[config.mk]
export PLATFORM = sky130hd
export DESIGN_NAME = affine_prog_loader
export DESIGN_NICKNAME = d
export VERILOG_FILES = /design/src/rtl/affine_pkg.sv /design/src/rtl/affine_byte_assembler.sv /design/src/rtl/affine_prog_loader.sv
export SDC_FILE = /design/constraint.sdc
export NUM_CORES = 1
export LEC_CHECK = 0
export CAP_MARGIN = 20
export CORE_ASPECT_RATIO = 2
export CORE_MARGIN = 4
export CORE_UTILIZATION = 54
export CTS_CLUSTER_SIZE = 24
export DETAILED_ROUTE_END_ITERATION = 12
export PLACE_DENSITY_LB_ADDON = 0.12
export SKIP_CTS_REPAIR_TIMING = 1
export SYNTH_ARGS = -nofsm -noshare
export SYNTH_HDL_FRONTEND = slang
export SYNTH_SLANG_ARGS = --single-unit
[constraint.sdc]
create_clock -name clk -period 2.4 [get_ports clk]
set_input_delay 0.24 -clock clk [delete_from_list [all_inputs] [get_ports clk]]
set_output_delay 0.24 -clock clk [all_outputs]
set_load 0.02 [all_outputs]
[src/rtl/affine_pkg.sv]
// Shared types and constants for the affine core and its program loader.
// No logic; no latency.
// No flow control.
package affine;

  localparam int W_INST = 28;
  localparam int LD_BPI = 4;
  localparam int LD_PAD = 8*LD_BPI - W_INST;

  typedef enum logic [2:0] {IDLE, HDR, DATA, WRITE, CHK, DONE, ERR} tLdState;

endpackage

[src/rtl/affine_byte_assembler.sv]
// Packs big-endian bytes into one instruction word and flags nonzero pad bits in the first byte.
// Latency: word and word_rdy are valid in the same cycle as the 4th byte.
// Backpressure: none; the loader gates shift with the accepted transfer.
module affine_byte_assembler #(
  parameter int W_INST = affine::W_INST
) (
  input  logic              clk,
  input  logic              nReset,
  input  logic              clr,
  input  logic              shift,
  input  logic [7:0]        byte_in,
  output logic              word_rdy,
  output logic              pad_err,
  output logic [W_INST-1:0] word
);
  import affine::*;

  localparam int PAD = 8*LD_BPI - W_INST;
  localparam logic [7:0] PAD_MASK = ~(8'hFF >> PAD);

  logic [31:0] sr;
  logic [31:0] nxt;
  logic [1:0]  cnt;
  logic        unused_hi;

  always_ff @(posedge clk or negedge nReset) begin
    if (!nReset) begin
      sr  <= '0;
      cnt <= '0;
    end else if (clr) begin
      sr  <= '0;
      cnt <= '0;
    end else if (shift) begin
      sr  <= nxt;
      cnt <= cnt + 2'd1;
    end
  end

  // The incoming byte completes the word combinationally so the loader can register it directly.
  assign nxt      = {sr[23:0], byte_in};
  assign word     = nxt[W_INST-1:0];
  assign word_rdy = shift && (cnt == 2'd3);
  assign pad_err  = shift && (cnt == 2'd0) && |(byte_in & PAD_MASK);

  assign unused_hi = ^{sr[31:24], nxt};

endmodule

[src/rtl/affine_prog_loader.sv]
// Loads the affine core's program memory from a framed byte stream, holding the core while loading.
// Latency: pm_we one cycle after the 4th byte of each word; at most 4 bytes per 5 cycles.
// Backpressure: byte_ready low in IDLE, WRITE, DONE and ERR; unaccepted bytes stay with the source.
module affine_prog_loader #(
  parameter int P_A    = 4,
  parameter int W_INST = affine::W_INST
) (
  input  logic              clk,
  input  logic              nReset,
  input  logic              start,
  input  logic [7:0]        byte_in,
  input  logic              byte_valid,
  output logic              byte_ready,
  output logic              pm_we,
  output logic [P_A-1:0]    pm_addr,
  output logic [W_INST-1:0] pm_wdata,
  output logic              core_hold,
  output logic              done,
  output logic              err
);
  import affine::*;

  localparam logic [8:0] N_MAX = 9'(1 << P_A);

  tLdState           state;
  logic [P_A-1:0]    widx;
  logic [P_A-1:0]    last;
  logic [7:0]        chksum;
  logic [7:0]        n_m1;
  logic              xfer;
  logic              launch;
  logic              hdr_ok;
  logic              word_rdy;
  logic              pad_err;
  logic [W_INST-1:0] word;

  assign xfer   = byte_valid && byte_ready;
  assign launch = start && (state inside {IDLE, DONE, ERR});
  assign hdr_ok = (byte_in != 8'd0) && ({1'b0, byte_in} <= N_MAX);
  assign n_m1   = byte_in - 8'd1;

  affine_byte_assembler #(.W_INST(W_INST)) u_asm (
    .clk      (clk),
    .nReset   (nReset),
    .clr      (launch),
    .shift    (xfer && (state == DATA)),
    .byte_in  (byte_in),
    .word_rdy (word_rdy),
    .pad_err  (pad_err),
    .word     (word)
  );

  always_ff @(posedge clk or negedge nReset) begin
    if (!nReset) begin
      state    <= IDLE;
      widx     <= '0;
      last     <= '0;
      chksum   <= '0;
      pm_we    <= 1'b0;
      pm_addr  <= '0;
      pm_wdata <= '0;
    end else begin
      pm_we <= 1'b0;
      case (state)
        IDLE, DONE, ERR: begin
          if (launch) begin
            state  <= HDR;
            widx   <= '0;
            chksum <= '0;
          end
        end
        HDR: begin
          if (xfer) begin
            chksum <= chksum ^ byte_in;
            if (hdr_ok) begin
              last  <= n_m1[P_A-1:0];
              state <= DATA;
            end else begin
              state <= ERR;
            end
          end
        end
        DATA: begin
          if (xfer) begin
            chksum <= chksum ^ byte_in;
            if (pad_err) begin
              state <= ERR;
            end else if (word_rdy) begin
              state    <= WRITE;
              pm_we    <= 1'b1;
              pm_addr  <= widx;
              pm_wdata <= word;
            end
          end
        end
        WRITE: begin
          // Stop on the last index instead of incrementing, so a full 2^P_A load never wraps.
          if (widx == last) begin
            state <= CHK;
          end else begin
            widx  <= widx + 1'b1;
            state <= DATA;
          end
        end
        CHK: begin
          if (xfer) state <= (byte_in == chksum) ? DONE : ERR;
        end
        default: state <= IDLE;
      endcase
    end
  end

  assign byte_ready = state inside {HDR, DATA, CHK};
  assign core_hold  = state inside {HDR, DATA, WRITE, CHK, ERR};
  assign done       = (state == DONE);
  assign err        = (state == ERR);

endmodule
==> Yosys cells after proc, flatten, opt, wreduce, memory -nomap -nowiden <==
Index checks and enable logic that the tools add are counted.
{ "totals": {"regBits": 74, "inputBits": 12, "out_inout_bits": 37, "elab_cells": 79} }
{ "op_classes": {"n_addsub": 3, "order_cmp": 1, "eq_ne": 16, "n_mux": 24, "bitwise": 2, "n_reduce_logical": 24} }
{ "op_table": {"columns": ["op", "count"], "rows": [
  ["20-bit 2-to-1 mux", 2],
  ["3-bit 2-to-1 mux", 8],
  ["8-bit 2-to-1 mux", 2],
  ["8-bit one-hot mux with 2 select lines", 1],
  ["3-bit one-hot mux with 5 select lines", 1],
  ["2-bit inequality test, second input constant", 5],
  ["3-bit equality test, second input constant", 3],
  ["3-bit AND reduction", 3],
  ["8-bit equality test", 1],
  ["8-bit by 5-bit less-or-equal comparator with 1-bit output, second input constant", 1],
  ["4-bit 2-to-1 mux", 2],
  ["4-bit one-hot mux with 2 select lines", 1],
  ["8-bit nonzero test", 1],
  ["8-bit XOR", 1],
  ["1-bit logical AND", 7],
  ["3-bit by 2-bit equality test with 1-bit output, second input constant", 2],
  ["2-bit 2-to-1 mux", 3],
  ["2-bit nonzero test", 3],
  ["3-bit nonzero test", 2],
  ["5-bit AND reduction", 1],
  ["5-bit nonzero test", 1],
  ["4-bit by 1-bit adder with 4-bit output, second input constant", 1],
  ["4-bit equality test", 1],
  ["1-bit 2-to-1 mux", 4],
  ["other kinds (13)", 13]
]} }

==> Depth between registers and ports, before layout <==
{ "depth": {"ltp_word": 9, "ltp_mapped": 8, "mapped_depth_nobuf": 7} }

==> Modules after synthesis <==
A second synthesis with hierarchy kept.
{ "unflattened": {"hier_cells": 304, "hier_area_um2": 3568.4} }
{ "by_module_without_submodules": {"columns": ["module", "instances", "cells_each", "area_each_um2", "seq_area_each_um2"], "rows": [
  ["affine_prog_loader", 1, 217, 2543.7, 1301.2],
  ["affine_byte_assembler", 1, 87, 1024.7, 550.5]
]} }

==> Least setup slack after synthesis <==
No wires, ideal clock.
{ "synth_path": {"path_type": "reg-to-reg", "from": "register state[1]", "to": "register chksum[0]", "setup_time_ps": 76, "arrival_time_ps": 1776, "slack_ps": 548, "stages_incl_launch_ff": 8, "path_buffers": 3, "period_less_slack_ps": 1852, "path_cell_list": "dfrtp_1 -> buf_2 -> or4b_1 -> and2_1 -> clkbuf_1 -> or2_0 -> clkbuf_1 -> o21ai_1"} }
{ "synth_between": {"elab_chain_len": 5, "word_cells_on_any_way": 17} }
{ "synth_lines": {"columns": ["item", "line", "rtl"], "rows": [
  ["start, declared", "affine_prog_loader.sv:25", "tLdState state;"],
  ["start signal, assigned", "affine_prog_loader.sv:106", "if (xfer) state <= (byte_in == chksum) ? DONE : ERR;"],
  ["3-bit by 1-bit equality test with 1-bit output, or another cell as far along", "affine_prog_loader.sv:64, affine_prog_loader.sv:113", null],
  ["3-bit nonzero test (on tied branches)", "affine_prog_loader.sv:113, affine_prog_loader.sv:38", null],
  ["1-bit logical AND (on tied branches)", "affine_prog_loader.sv:37, affine_prog_loader.sv:38", null],
  ["2-bit by 1-bit inequality test with 1-bit output (no line) / 2-bit inequality test (equally long branches)", null, null],
  ["3-bit AND reduction (no line)", null, null],
  ["end signal, assigned", "affine_prog_loader.sv:74", "chksum <= chksum ^ byte_in;"],
  ["end signal, assigned", "affine_prog_loader.sv:85", "chksum <= chksum ^ byte_in;"],
  ["end, declared", "affine_prog_loader.sv:28", "logic [7:0] chksum;"]
]} }
Several ways; a longest one is shown, not always the timed one.
A chain may end at the register's enable or synchronous reset.

==> Final worst setup path <==
{ "layout_path": {"from": "register state[0]", "to": "output byte_ready"} }
{ "layout_between": {"elab_chain_len": 2, "word_cells_on_any_way": 4} }
{ "layout_lines": {"columns": ["item", "line", "rtl"], "rows": [
  ["3-bit by 1-bit equality test with 1-bit output, or another cell as far along", "affine_prog_loader.sv:113", "assign byte_ready = state inside {HDR, DATA, CHK};"],
  ["3-bit nonzero test (*)", "affine_prog_loader.sv:113", null],
  ["end, declared", "affine_prog_loader.sv:13", "output logic byte_ready,"]
]} }
Mark *: on every way between the ends. The rest lies on a longest branch, timed or not.

==> metrics.cfg <==
[run_status]
status = completed

[clock_tree]
cts-root-buf = clkbuf_16
clockBufferDepth = 2
cts_tree = built
cts_sinks = 74
cts-buffers-inserted = 9
clk_pin_slew_ps = 60
htreeDepth = 3
clock_latency_ps = 330

[placed_design]
place.gp.congestion = 0.884
placed_cells = 474
hpwlAfterDp_mm = 5.33
port_buffers = 48

[power]
totalPowerFinal_uw = 4480
cellPowerDensity_nw_per_um2 = 1010
ir_drop_mv = 0.762
leakage_uw = 0.00205

[drt]
drt_iter0_drc = 192
drc = 0
wl_met1_mm = 2.98
ant_nets = 0
avgRoutedWirePerCell_um = 15.2
post_drt_via_cell_ratio = 5.43
topRoutingLayerUsed = met4
drt-pass1-iter-count = 5
wl_mm = 7.48
vias = 2668
wl_met3_um = 219
wl_met2_mm = 4.10

[global_routing]
grt_start_max_net_pins = 75
grtUsageTotal_pct = 21.1
first_global_vias = 2678
grt_pass1_wl_mm = 12.7
grt_antenna_before_repair = 0
gr-total-overflow = 0

[logic_synthesis]
synth_top_family_by_area = simple AND/OR/NAND/NOR gates
postSynthAreaPerCell_um2 = 10.2
synth-simple-area-share_pct = 17.7
ys_seq_area_share_pct = 53.0
synth-xor-area-share_pct = 2.76
syn-cell-area_um2 = 3490
synth_compound_area_share_pct = 11.6
syn-num-nets = 358
synth_ff_type = dfrtp_1
ys_types = 51
synth_mux_area_share_pct = 9.60
synth-edff-count = 0
synth_warnings = 0
synth-seq-cells = 74
synthCells = 341
synthArstFlopShare_pct = 100
synthAdderAreaFrac_pct = 1.79

[timing]
fmax_ghz = 0.449
grt_setup_unrepaired = false
setup_viol = 0
report.final.hold_viol_count = 0
final.setup.tns_ps = 0
slew_headroom_pct = 64.0
fin_crit_ps = 2230
max_slew.worst_pin.slew_ps = 536
skew_ps = 4.03
finalCritPeriodShare_pct = 92.9
slew_violations = 0

[worst_setup_path]
endpoint_kind = primary output
worst_setup_path_start_kind = flop
worstPathMaxFanout = 7
crit_required_ps = 2160
critPathKind = reg -> out
arrival_ps = 1990

[final_layout]
antenna_cells = 0
multi_input_area_um2 = 1520
layout-drive-gt1-share_pct = 18.0
syn_to_final_growth_pct = 27.5
fillers = 505
fin_nets = 417
stdcell_count = 491
fin_util_pct = 70.6
regArea_um2 = 1850

[die]
initial_utilization_pct = 55.3
design.die.area_um2 = 7900
row_count = 41
io_pins = 49
die_w_um = 64.9
core_area_um2 = 6310
fp.dieH_um = 122

[hold_path]
hold_class = in -> async

[job]
cap_violations = 0

cells in the final DEF (no fill, tap or decap), types with 2 or more instances in the layout:
master            n
inv_1             9
nand2_1          54
clkdlybuf4s50_1  47
a31oi_1           2
xor2_1            6
nor3_1            5
dfrtp_1          73
ha_1              5
or4b_1            2
buf_4            18
clkinv_2          3
mux2_2           27
mux2i_1           2
a211o_1           2
nor2_1           14
nand4b_1          4
nand3_1           7
nand4_1           2
o21ai_1           8
xnor2_1           5
nor2b_1           4
a21oi_1          25
or2b_1            2
and2_1            2
buf_12            2
clkinvlp_4        2
nand2b_1         12
o21ai_0          21
clkbuf_16         9
per-stage QoR:
stage	worst slack, ps	hold WS, ps	instance area (um^2)
floorplan	548	-55.6	3490
global placement	104	294	4170
detailed placement	91.3	297	4170
CTS	16.6	-59.3	4440
global route	20.6	522	4450
finish	171	469	4450
cell type report:
cell class	instances	area share (%)
tap	86	2.42
clock buffer	11	5.45
clock inverter	5	0.674
inverter	10	0.843
multi-input combinational	236	34.2
sequential	74	41.6
timing repair buffer	69	14.8
synth_stat cells (2+ instances only):
cell,count,area share [%]
xor2_1,6,1.5
buf_2,4,0.57
nand4b_1,4,1.0
dfrtp_1,74,53
nor2b_1,5,0.90
o21ai_0,21,3.0
nand2b_1,12,2.1
and2_1,2,0.36
a21oi_1,25,3.6
xnor2_1,5,1.3
a31oi_1,2,0.36
a211o_1,2,0.50
buf_1,3,0.32
nand3_1,7,1.0
clkbuf_1,14,1.5
o21ai_1,8,1.1
nor3_1,5,0.72
nor2_1,14,1.5
or4b_1,2,0.57
nand4_1,2,0.36
inv_1,9,0.97
mux2i_1,2,0.57
mux2_2,27,8.7
ha_1,5,1.8
nand2_1,54,5.8
or2b_1,2,0.43
critical path, stage by stage, from the launching register on:
cell and delay (ps):
dfrtp_1 400, inv_1 130, or3_1 410, o21ai_0 90, clkdlybuf4s50_1 630
registers in the layout (all words and copies together) (netlist names):
| register | cells |
|---|---|
| state | 3 |
| pm_wdata | 28 |
| u_asm.cnt | 2 |
| last | 4 |
| u_asm.sr | 20 |
| pm_we | 1 |
| chksum | 8 |
| widx | 4 |
| pm_addr | 4 |
worst paths after layout:
kind                            slack [ps]  cells past startpoint  startpoint            to
worst max-delay path                   170                      4    state[0]    byte_ready
worst min-delay path                   470                      3      nReset  pm_wdata[18]
worst max register to register         350                      5    state[1]     chksum[0]
worst min register to register         480                      2  pm_addr[1]    pm_addr[1]
max in group asynchronous             1600                      3      nReset      state[1]
min in group clk                       480                      2  pm_addr[1]    pm_addr[1]
kinds of logic after synthesis:
| kind of cell | Yosys count |
|---|---|
| AO/OA/AOI/OAI | 69 |
| XOR/XNOR | 11 |
| adder cells (fa/ha/maj) | 5 |
| buffers and inverters | 31 |
| flip-flops | 74 |
| multiplexers | 30 |
| AND/OR/NAND/NOR | 121 |
routing by layer:
metal | vias to the layer above | global-route usage [%]
li1 | 1293 | -
met1 | 1305 | 24.6
met2 | 57 | 37.5
met3 | 13 | 3.51
met4 | 0 | 9.40
met5 | - | 0
power by group:
group | internal [uW] | total, uW | switching (uW) | leakage (uW)
Sequential | 1490 | 1680 | 187 | 0.00101
Clock | 721 | 1210 | 487 | 0.000131
Combinational | 677 | 1600 | 918 | 0.000901
Power figures use the tool's default switching activity.
==> RTL edit 1, RTL diff (same settings) <==
The package constant `W_INST` goes from 28 to 14.
--- a/src/rtl/affine_pkg.sv
+++ b/src/rtl/affine_pkg.sv
@@ -5,3 +5,3 @@
 
-  localparam int W_INST = 28;
+  localparam int W_INST = 14;
   localparam int LD_BPI = 4;
Interface: changed (resized pm_wdata); port bits go from 49 to 35. The function was not compared with the original's and may differ.
==> RTL edit 1 against the unedited design <==
Cell area shrank 32%; cell count shrank 33%; worst setup slack lost 12 ps; combinational power shrank 7%; total power shrank 28%; area after synthesis shrank 30%; maximum frequency shrank 0.55%; sequential cell count shrank 28; routed wire length shrank 28%.
==> RTL edit 1: results (changes against the unedited design) <==
outcome:
  status: "complete, no violations"
detailed_routing:
  drt_iter0_markers: 43  # -78%
  dr.pass1.iters: 4  # -1
  routed_wire_length_per_instance_um: 16.26  # +6.8%
  viasPerCell: 5.570  # +2.5%
synthesis:
  postSynthAreaPerCell_um2: 10.93  # +6.7%
  synthTopCellsByCount: "46 x dfrtp_1, 21 x nand2_1, 19 x mux2_2"
  synthXorXnorAreaFrac: 0.06828  # +0.04069
  synth-adder-area-share: 0.02567  # +0.007753
  synth_compound_area_frac: 0.1104  # -0.006076
  yosysUniqueCellTypes: 44  # -14%
global_route:
  use_met1: 0.2087  # -0.03729
  grt_pass1_vias: 1937  # -28%
  met2_usage: 0.3823  # +0.007700
power:
  power_density_nw_per_um2: 1068  # +6.2%
  pwr-share-seq: 0.385  # +0.011
  p_clk_uw: 486  # -60%
  top_power_group: "combinational cells"
place:
  place_congestion: 0.8438  # -4.5%
  portBuffers: 34  # -29%
final_layout:
  fill_cells: 340  # -33%
  reg_top3: "pm_wdata x14, chksum x8, u_asm.sr x6"
sta:
  worstMarginPinSlew_ps: 367.9  # -167.8 ps
  finalCritPeriodShare: 0.9338  # +0.005156
critical_path:
  cp-startpoint: "state[1]"
cts:
  clock_latency_ps: 290  # -40 ps
  htreeDepth: 2  # -1
RTL edit 1: cell types whose count changed after synthesis, moves of 4 or more:
cell,change
nor2b_1,-4
mux2_2,-8
buf_2,-4
nand4b_1,-4
nand2_1,-33
o21ai_0,-5
a21oi_1,-11
buf_6,+6
clkbuf_1,-11
xor2_1,+11
nand3_1,-7
nand2b_1,-5
o21ai_1,-8
dfrtp_1,-28
RTL edit 1: metal layers:
| metal | wire [um] | up-vias | part of all wire |
|---|---|---|---|
| li1 | - | 870 | - |
| met1 | 2056 | 914 | 0.38 |
| met2 | 2970 | 37 | 0.55 |
| met3 | 130 | 17 | 0.024 |
| met4 | 208 | 0 | 0.039 |
| met5 | 0 | - | 0 |
RTL edit 1: layout make-up:
class	count	area share
Clock buffer	6	0.02744
Clock inverter	2	0.004158
Inverter	6	0.007484
Multi-Input combinational cell	158	0.3796
Sequential cell	46	0.3825
Tap cell	54	0.02245
Timing Repair Buffer	58	0.1763
==> RTL edit 2, RTL diff (config.mk and constraints unchanged) <==
Made on the original files. Register the output `err`; this adds one clock of latency there. The other outputs are not delayed to match.
--- a/src/rtl/affine_prog_loader.sv
+++ b/src/rtl/affine_prog_loader.sv
@@ -115,3 +115,5 @@
   assign done       = (state == DONE);
-  assign err        = (state == ERR);
+  always_ff @(posedge clk) begin
+    err <= (state == ERR);
+  end
 
Function: changed (a bounded check fails within 4 cycles, from zero or initial values and one cycle with nReset low).
==> RTL edit 2 against the unedited design <==
First-iteration DRC count decreased by 33%; cell area down 1.5%; highest routed layer unchanged; global-route usage down 0.38 points; worst setup slack improved by 5.5 ps; core utilization down 1.1 points; combinational power increased by 9%; total power grew 10%; largest power group unchanged; die area down 0.46%; hold slack lost 440 ps; sequential cell count increased by 1; routed wire length decreased by 1.8%; register-to-register slack improved by 180 ps; area after synthesis is 0.50% lower.
==> RTL edit 2: results (changes against the unedited design) <==
outcome:
  status: "complete, no violations"
synthesis:
  synth-adder-area-share: 0.02089  # +0.002971
  postSynthAreaPerCell_um2: 10.86  # +6.0%
  synth_compound_area_frac: 0.09903  # -0.01742
  yosysUniqueCellTypes: 48  # -5.9%
  synthXorXnorAreaFrac: 0.03025  # +0.002660
  synthTopCellsByCount: "74 x dfrtp_1, 49 x nand2_1, 26 x a21oi_1"
  syn_nets: 337  # -5.9%
  ys_seq_area_frac: 0.5387  # +0.008435
  synth-async-reset-ratio: 0.9867  # -0.01333
  muxShareOfSynthArea: 0.1188  # +0.02281
  synthTopCellsByArea: "dfrtp_1 53%, mux2_1 8.1%, nand2_1 5.3%, a21oi_1 3.7%, mux2_2 2.9%"
cts:
  clock_path_buffers: 2  # unchanged
  cts_root_buffer: "clkbuf_16"
  cts_buffers: 9  # unchanged
  clock_latency_ps: 330  # about the same
  cts.clk_slew.worst_paths_ps: 60  # about the same
critical_path:
  arrival_ps: 1980
  cp_max_fo: 11  # +4
  path_delay_family: "buffers and inverters"
  critPathSlowestCell: "clkdlybuf4s50_1"
sta:
  skew_ps: 5.091  # +1.064 ps
  maxSlewViolCount: 0  # unchanged
  relSlewSlack: 0.3933  # -0.2463
detailed_routing:
  met1_length_mm: 2.796  # -6.3%
  drt_iter0_markers: 129  # -33%
  met2_length_mm: 3.993  # -2.6%
  totalWireLength_mm: 7.343  # -1.8%
  viasPerCell: 5.422  # -0.22%
  wl_met3_um: 291  # +33%
  top_layer: "met4"
  dr.pass1.iters: 4  # -1
power:
  vdd_drop_max_uv: 676.6  # -11%
  leakagePower_uw: 0.002106  # +2.9%
final_layout:
  num_antenna_cells: 0  # unchanged
  drive_above_1_share: 0.1391  # -0.04114
  nets: 394  # -5.5%
  reg_top3: "pm_wdata x28, u_asm.sr x20, chksum x8"
  final_cells: 467  # -4.9%
global_route:
  grt_pass1_vias: 2618  # -2.2%
  gr-usage-met3: 0.04819  # +0.01314
  met2_usage: 0.3688  # -0.005773
  use_met1: 0.2162  # -0.02976
  antenna_found_initial: 0  # unchanged
  grt_pass1_wl_mm: 12.30  # -3.5%
  grt_usage: 0.2077  # -0.003803
  grt_max_degree: 75  # unchanged
hold_path:
  hp-class: "in2async"
place:
  portBuffers: 48  # unchanged
  pre_cts_ws_ps: 98.35  # +7.086 ps
  place_hpwl_mm: 5.223  # -2.0%
  dpl_cell_area_um2: 4093  # -1.8%
  place_congestion: 0.8318  # -5.9%
  place_inst: 452  # -4.6%
==> RTL edit 2: path summary, 6_finish.rpt <==
kind | start | end | slack (ps) | cells after the start
max reg2reg | state[2] | state[2] | 530 | 5
min | nReset | pm_wdata[13] | 30 | 1
max in group asynchronous | nReset | u_asm.sr[3] | 1770 | 1
min in group clk | u_asm.sr[14] | pm_wdata[22] | 480 | 1
max | state[2] | byte_ready | 180 | 3
min reg2reg | u_asm.sr[14] | pm_wdata[22] | 480 | 1
==> RTL edit 2: where the power goes <==
group | switching (uW) | internal (uW)
Combinational | 969 | 771
Sequential | 266 | 1600
Clock | 497 | 827
==> RTL edit 2: layout make-up <==
class | instances | area [um2]
sequential | 75 | 1872
clock inverter | 4 | 51.30
fill | 497 | 1923
multi-input combinational | 218 | 1469
timing repair buffer | 64 | 610.6
tap | 86 | 107.6
clock buffer | 11 | 242.7
inverter | 9 | 33.78
